File: src/rtl/core_pkg.sv
// Shared pipeline-control types for the RV32 core.
package core_pkg;

    typedef enum logic [1:0] {
        HZ_RUN      = 2'd0,
        HZ_MEM_WAIT = 2'd1,
        HZ_ERROR    = 2'd2
    } hz_state_t;

    localparam logic [4:0] REG_ZERO = 5'd0;

endpackage

File: src/rtl/hazard_perf_counter.sv
// Saturating event counter: sticks at all-ones instead of wrapping.
module hazard_perf_counter #(
    parameter int CNT_W = 32
) (
    input  logic             clk,
    input  logic             rst,
    input  logic             inc,
    output logic [CNT_W-1:0] count
);

    always_ff @(posedge clk) begin
        if (rst) begin
            count <= '0;
        end else if (inc && (count != {CNT_W{1'b1}})) begin
            count <= count + CNT_W'(1);
        end
    end

endmodule

File: src/rtl/hazard_unit.sv
// Pipeline stall/flush/freeze control: load-use, EX redirects, data-memory waits
// with a timeout watchdog, plus saturating stall/flush counters.
//
// state       | meaning
// HZ_RUN      | normal issue; load-use and branch handling active
// HZ_MEM_WAIT | data memory has not answered; pipeline frozen, watchdog running
// HZ_ERROR    | watchdog expired; pipeline frozen until reset
module hazard_unit
    import core_pkg::*;
#(
    parameter int TIMEOUT = 16,
    parameter int CNT_W   = 32
) (
    input  logic             clk,
    input  logic             rst,
    input  logic [4:0]       rs1_de,
    input  logic [4:0]       rs2_de,
    input  logic             use_rs1_de,
    input  logic             use_rs2_de,
    input  logic [4:0]       rd_ex,
    input  logic             RUWr_ex,
    input  logic             DMRd_ex,
    input  logic             NextPCSrc_ex,
    input  logic             dm_req_me,
    input  logic             dm_ready_me,
    output logic             PCWr,
    output logic             IFDEWr,
    output logic             DEEXWr,
    output logic             EXMEWr,
    output logic             IFDEFlush,
    output logic             DEEXFlush,
    output logic             MEWBFlush,
    output logic             mem_timeout,
    output logic [CNT_W-1:0] stall_cnt,
    output logic [CNT_W-1:0] flush_cnt
);

    localparam int WAIT_W = $clog2(TIMEOUT + 1);

    hz_state_t         state, state_nxt;
    logic [WAIT_W-1:0] wait_cnt;
    logic              mem_wait, load_use, stall_inc, flush_inc;

    always_ff @(posedge clk) begin
        if (rst) begin
            state    <= HZ_RUN;
            wait_cnt <= '0;
        end else begin
            state    <= state_nxt;
            wait_cnt <= (state == HZ_MEM_WAIT) ? wait_cnt + WAIT_W'(1) : '0;
        end
    end

    assign mem_wait = dm_req_me && !dm_ready_me;
    assign load_use = DMRd_ex && RUWr_ex && (rd_ex != REG_ZERO) &&
                      ((use_rs1_de && (rs1_de == rd_ex)) ||
                       (use_rs2_de && (rs2_de == rd_ex)));

    always_comb begin
        state_nxt   = state;
        PCWr        = 1'b1;
        IFDEWr      = 1'b1;
        DEEXWr      = 1'b1;
        EXMEWr      = 1'b1;
        IFDEFlush   = 1'b0;
        DEEXFlush   = 1'b0;
        MEWBFlush   = 1'b0;
        mem_timeout = 1'b0;
        stall_inc   = 1'b0;
        flush_inc   = 1'b0;

        case (state)
            HZ_RUN: begin
                if (mem_wait) state_nxt = HZ_MEM_WAIT;
            end
            HZ_MEM_WAIT: begin
                if (dm_ready_me) begin
                    state_nxt = HZ_RUN;
                end else if (wait_cnt == WAIT_W'(TIMEOUT - 1)) begin
                    state_nxt = HZ_ERROR;
                end
            end
            default: state_nxt = HZ_ERROR;
        endcase

        if (state == HZ_ERROR) begin
            {PCWr, IFDEWr, DEEXWr, EXMEWr} = 4'b0000;
            MEWBFlush   = 1'b1;
            mem_timeout = 1'b1;
        end else if (mem_wait) begin
            {PCWr, IFDEWr, DEEXWr, EXMEWr} = 4'b0000;
            MEWBFlush = 1'b1;
            stall_inc = 1'b1;
        end else if (NextPCSrc_ex) begin
            // The dependent DE instruction is flushed, so any load-use is moot.
            IFDEFlush = 1'b1;
            DEEXFlush = 1'b1;
            flush_inc = 1'b1;
        end else if (load_use) begin
            PCWr      = 1'b0;
            IFDEWr    = 1'b0;
            DEEXFlush = 1'b1;
            stall_inc = 1'b1;
        end

        if (rst) begin
            {PCWr, IFDEWr, DEEXWr, EXMEWr}   = 4'b0000;
            {IFDEFlush, DEEXFlush, MEWBFlush} = 3'b111;
            mem_timeout = 1'b0;
        end
    end

    hazard_perf_counter #(.CNT_W(CNT_W)) u_stall_cnt (
        .clk   (clk),
        .rst   (rst),
        .inc   (stall_inc),
        .count (stall_cnt)
    );

    hazard_perf_counter #(.CNT_W(CNT_W)) u_flush_cnt (
        .clk   (clk),
        .rst   (rst),
        .inc   (flush_inc),
        .count (flush_cnt)
    );

endmodule
File: config.mk
export PLATFORM = sky130hd
export DESIGN_NAME = hazard_unit
export DESIGN_NICKNAME = d
export VERILOG_FILES = /design/src/rtl/core_pkg.sv /design/src/rtl/hazard_perf_counter.sv /design/src/rtl/hazard_unit.sv
export SDC_FILE = /design/constraint.sdc
export NUM_CORES = 1
export LEC_CHECK = 0
export ABC_CLOCK_PERIOD_IN_PS = 3000
export CORE_UTILIZATION = 30
export CTS_CLUSTER_DIAMETER = 100
export DETAILED_ROUTE_END_ITERATION = 16
export PLACE_DENSITY = 0.52
export SETUP_SLACK_MARGIN = 0.02
export SYNTH_ARGS = -nofsm -noshare
export SYNTH_HDL_FRONTEND = slang
export SYNTH_SLANG_ARGS = --single-unit
File: constraint.sdc
create_clock -name clk -period 3 [get_ports clk]
set_input_delay 0.9 -clock clk [delete_from_list [all_inputs] [get_ports clk]]
set_output_delay 0.9 -clock clk [all_outputs]
set_load 0.02 [all_outputs]
; ---- After elaboration in Yosys (flattened, before gate mapping)
; Index checks and enable logic that the tools add are counted.
[word_totals]
reg_bits = 71
wordCells = 60
[op_classes]
addsub = 3
n_eq_ne = 9
muxes = 29
bitwise = 1
reduce_logical = 14
[op_table]
columns = op, count
row1 = $add 32x1->32 const B, 2
row2 = $ne 32x32->1 const B, 2
row3 = $mux 1, 25
row4 = $eq 5x5->1, 2
row5 = $logic_and 1x1->1, 8
row6 = $mux 2, 3
row7 = $add 5x1->5 const B, 1
row8 = $eq 5x4->1 const B, 1
row9 = $reduce_bool 5->1, 1
row10 = $pmux 2 s2, 1
row11 = $ne 3x2->1 const B, 1
row12 = $eq 2x1->1 const B, 1
row13 = $eq 2x2->1 const B, 1
row14 = $logic_not 2->1, 1
row15 = $ne 2x2->1 const B, 1
row16 = $reduce_and 2->1, 1
row17 = $reduce_or 2->1, 1
row18 = $logic_not 1->1, 1
row19 = $logic_or 1x1->1, 1
row20 = $not 1->1, 1

; ---- Logic depth before layout (Yosys ltp)
[logic_depth]
ltp_word = 9
mapped_depth = 10
mapped_depth_nobuf = 8

; ---- Hierarchy
; Synthesis repeated with hierarchy kept, for this count alone.
[unflattened]
cells_unflattened = 458
area_unflattened_um2 = 3836.2
[by_module_without_submodules]
columns = mod, n_inst, cells_each, area_each_um2, seq_area_each_um2
row1 = hazard_perf_counter, 2, 199, 1674.1, 640.6
row2 = hazard_unit, 1, 60, 488.0, 140.1

; ---- Least setup slack after synthesis
; No wires, ideal clock.
[synth_timing]
path_type = input to output
startpoint = in rd_ex[1]
endpoint = out PCWr
t_arrival_ns = 2.280
t_required_ns = 2.100
slack_ns = -0.180
path_stages = 6
n_path_buf = 1
cell_sequence = or4_1 -> o211ai_2 -> nand2b_1 -> nor2_1 -> nor2_1 -> buf_4
[synth_between]
elab_chain_cells = 9
elab_cells_between_ends = 13
classes_between = eq/ne: 2 / mux: 5 / reduce/logical: 6
[synth_lines]
columns = element, line
row1 = from (decl), hazard_unit.sv:20  ; input logic [4:0] rd_ex,
row2 = "$eq 5x5->1, on equally long branches", "hazard_unit.sv:56, hazard_unit.sv:57"
row3 = "$logic_and 1x1->1, on equally long branches", "hazard_unit.sv:56, hazard_unit.sv:57"
row4 = $logic_or 1x1->1, hazard_unit.sv:56  ; ((use_rs1_de && (rs1_de == rd_ex)) ||
row5 = $logic_and 1x1->1 *, hazard_unit.sv:55  ; assign load_use = DMRd_ex && RUWr_ex && (rd_ex != REG_ZERO) &&
row6 = $mux 1 * (5 in series), --
row7 = to (decl), hazard_unit.sv:26  ; output logic PCWr,
; Mark *: on every way between the ends. The rest lies on a longest branch, timed or not.

; ---- Worst setup path in the final report
[layout_timing]
startpoint = in rd_ex[3]
endpoint = out DEEXFlush
[layout_between]
elab_chain_cells = 9
elab_cells_between_ends = 13
classes_between = eq/ne: 2 / mux: 5 / reduce/logical: 6
[layout_lines]
columns = element, line
row1 = "$eq 5x5->1, on equally long branches", "hazard_unit.sv:56, hazard_unit.sv:57"
row2 = "$logic_and 1x1->1, on equally long branches", "hazard_unit.sv:56, hazard_unit.sv:57"
row3 = $logic_or 1x1->1, hazard_unit.sv:56
row4 = $logic_and 1x1->1 *, hazard_unit.sv:55
row5 = $mux 1 *, hazard_unit.sv:99  ; end else if (load_use) begin
row6 = $mux 1 *, hazard_unit.sv:94  ; end else if (NextPCSrc_ex) begin
row7 = $mux 1 *, hazard_unit.sv:90  ; end else if (mem_wait) begin
row8 = $mux 1 *, hazard_unit.sv:86  ; if (state == HZ_ERROR) begin
row9 = $mux 1 *, hazard_unit.sv:106  ; if (rst) begin
row10 = to (decl), hazard_unit.sv:31  ; output logic DEEXFlush,
; Marked as above.

==> flow_summary_export.csv <==
group,metric,value,unit
pwr,leakage,1.94,nW
worst_setup_path,ff2ff_setup_slack,550,ps
yosys,syn_area_per_cell,8.34,um2
worst_setup_path,worst_setup_path_end_kind,"output pin",
worst_setup_path,path_max_fanout,2,
timing,fin_crit_sh,1.02,
placement,gp_congestion,0.759,
hold_path,hp-start,"wait_cnt[0]",
clock_network,clkSlewWorstSetupHoldPaths,50,ps
worst_setup_path,cp.arrival,2150,ps
worst_setup_path,worstReg2RegEnd,"u_stall_cnt.count[12]",
worst_setup_path,r2r_cells,7,
outcome,status,"finished, violations left",
drt,vias,3317,
placement,postPlaceCellArea,0.00478,mm2
global_routing,antenna_found_initial,0,
worst_setup_path,crit_start,"rd_ex[3]",
clock_network,cts.hold.buffers_added,0,
global_routing,grt_pass1_wl,15000,um
yosys,synth_area_leader_cell,"dfxtp_1",
pwr,total_power,2.26,mW
worst_setup_path,start_kind,"primary input",
yosys,synth_cell_types,42,
final_layout,layout_commonest_cell,"nor2_1",
floorplanning,fp.dieW,111,um
final_layout,fin_area,0.00519,mm2
pwr,ir_drop,0.253,mV
global_routing,grt_start_max_net_pins,55,
drt,drtIter0Drc,146,
drt,route.antenna.remaining_nets,0,
global_routing,track_usage,0.147,
global_routing,grt_pass1_vias,3176,
clock_network,insertion_delay,320,ps
timing,final_hold_viol_count,0,
final_layout,fin_cells,693,
yosys,yosysTopAreaCellShare,0.402,
drt,firstDrtPassIters,4,
global_routing,gr-total-overflow,0,
hold_path,hp-class,"register to register",
placement,placed_cells_incl_taps,670,
timing,skew,7.19,ps
drt,drcViolationCount,0,
outcome,violations,"negative setup slack",
timing,fin_crit,3050,ps
drt,wl_per_cell,13.0,um
drt,vias_per_cell,4.79,
worst_setup_path,crit_path_end,"DEEXFlush",
timing,worst_pin_slew,797,ps
final_layout,drive_above_1_share,0.136,
worst_setup_path,reg2reg_from,"u_stall_cnt.count[12]",
clock_network,clockBufferDepth,2,
clock_network,cts_made_buffers,9,
timing,final.setup.worst_slack,-52.8,ps
final_layout,post-route-util,0.453,
floorplanning,core_area,0.0115,mm2
floorplanning,start_util,0.308,
timing,fmax,328,MHz
yosys,synthesis.area,0.00354,mm2
yosys,ys_seq_elements,71,
floorplanning,die_y,111,um
timing,rsz0062_at_grt,"yes",
yosys,ys_seq_area_frac,0.402,
timing,holdWs,459,ps
clock_network,tritoncts,"yes",
yosys,synth_cells,424,
final_layout,layout_common_cells,"nor2_1, dfxtp_1, clkdlybuf4s50_1",
floorplanning,ios,96,
floorplanning,rows,39,
yosys,yosys_warnings,0,
yosys,syn_nets,452,
placement,place.port_buffers,95,
clock_network,clkSinkCount,71,
yosys,yosys-top-cells-area,"dfxtp_1, xor2_1, nor2_1",
drt,routed_wl,9010,um
worst_setup_path,critPathKind,"primary input to output pin",
floorplanning,dieArea,0.0122,mm2
worst_setup_path,cp.required,2100,ps
placement,dpl.hpwl,6320,um
clock_network,h-tree-depth,3,
final_layout,fill_cells,1175,
timing,slew_violations,0,
timing,slew_headroom,0.469,
timing,setup_viol,3,
job,cap_violations,0,
hold_path,min_path_cells,1,
final_layout,diodes,0,
final_layout,nNetsFinal,574,
final_layout,area_growth,46.9,%
pwr,cellPowerDensity,435,mW/mm2
clock_network,cts_root_buffer,"clkbuf_16",
==> registers in the layout, indices dropped and copies added (netlist names) <==
name,cells
u_flush_cnt.count,32
u_stall_cnt.count,32
state,2
wait_cnt,5
==> area by class of cell <==
cell class                 instances  area, um2  share of cell area
tap                              143        179              0.0344
inverter                           8       30.0             0.00578
timing repair buffer             127       1190               0.230
clock inverter                     5       82.6              0.0159
sequential                        71       1420               0.274
multi-input combinational        329       2050               0.394
clock buffer                      10        239              0.0460
==> kinds of logic after synthesis <==
logic type	Yosys count	share of synthesized area
DFF	71	0.402
buffers and inverters	24	0.0364
muxes	2	0.00566
and+or+nand+nor	232	0.333
adders and majority gates	4	0.0141
AOI/OAI and AO/OA	25	0.0453
xor gates and xnor gates	66	0.163
==> cells in the mapped netlist, drive strengths merged <==
library cell / instances
nand4b: 1
nand3b: 1
o2111ai: 1
and3: 17
buf: 7
or4: 1
mux2i: 2
nand2: 31
or3: 9
xnor2: 19
nor4: 3
clkbuf: 9
o211ai: 1
o21bai: 1
nor3: 8
inv: 8
nand4: 22
or2: 1
ha: 4
dfxtp: 71
a21boi: 1
nor4b: 1
nor3b: 2
nand3: 34
and2: 5
xor2: 47
nor2: 80
o21ai: 6
o22ai: 1
a41o: 1
a22o: 1
a31oi: 2
nand2b: 4
a21oi: 10
and4: 8
nor2b: 4
==> report_power, final <==
part	internal, mW	switching (mW)	total, mW
Combinational	0.0845	0.0779	0.162
Sequential	0.949	0.00724	0.956
Clock	0.746	0.399	1.14
==> timing repair <==
| action | in CTS | in global routing |
|---|---|---|
| cloned | 0 | 1 |
| setup buffers | 7 | 0 |
| hold endpoints to repair | 0 | 0 |
| pin swaps | 18 | 12 |
| gates resized for setup | 65 | 7 |
| endpoints found under the setup margin | 7 | 6 |
==> worst min path at each step <==
stage / end / slack, ps
floorplan: wait_cnt[0] / 420
global placement: wait_cnt[0] / 430
detailed placement: wait_cnt[0] / 440
CTS: wait_cnt[0] / 470
global route: wait_cnt[0] / 490
finish: wait_cnt[0] / 460
==> critical path, cell delays in order <==
cell      delay [ps]
buf_8             90
or4_4            520
o211ai_2         160
nand2b_4         170
buf_6             90
o21bai_1          50
buf_4            160
==> per-layer routing <==
layer	up-vias	wire, um	GRT usage	part of all wire
li1	1691	-	-	-
met1	1542	4200	0.184	0.47
met2	76	4230	0.243	0.47
met3	8	494	0.0461	0.055
met4	0	88	0.0409	0.0098
met5	-	0	0	0
==> metrics by stage <==
step | setup TNS (ps) | setup slack [ps]
final | -128 | -52.8
after global routing | -301 | -110
after CTS | -128 | -72.9
after detailed placement | -9800 | -947
after global placement | -9060 | -921
after floorplan | 0 | 2.41
Note: power is estimated with default switching activity, not from simulation.
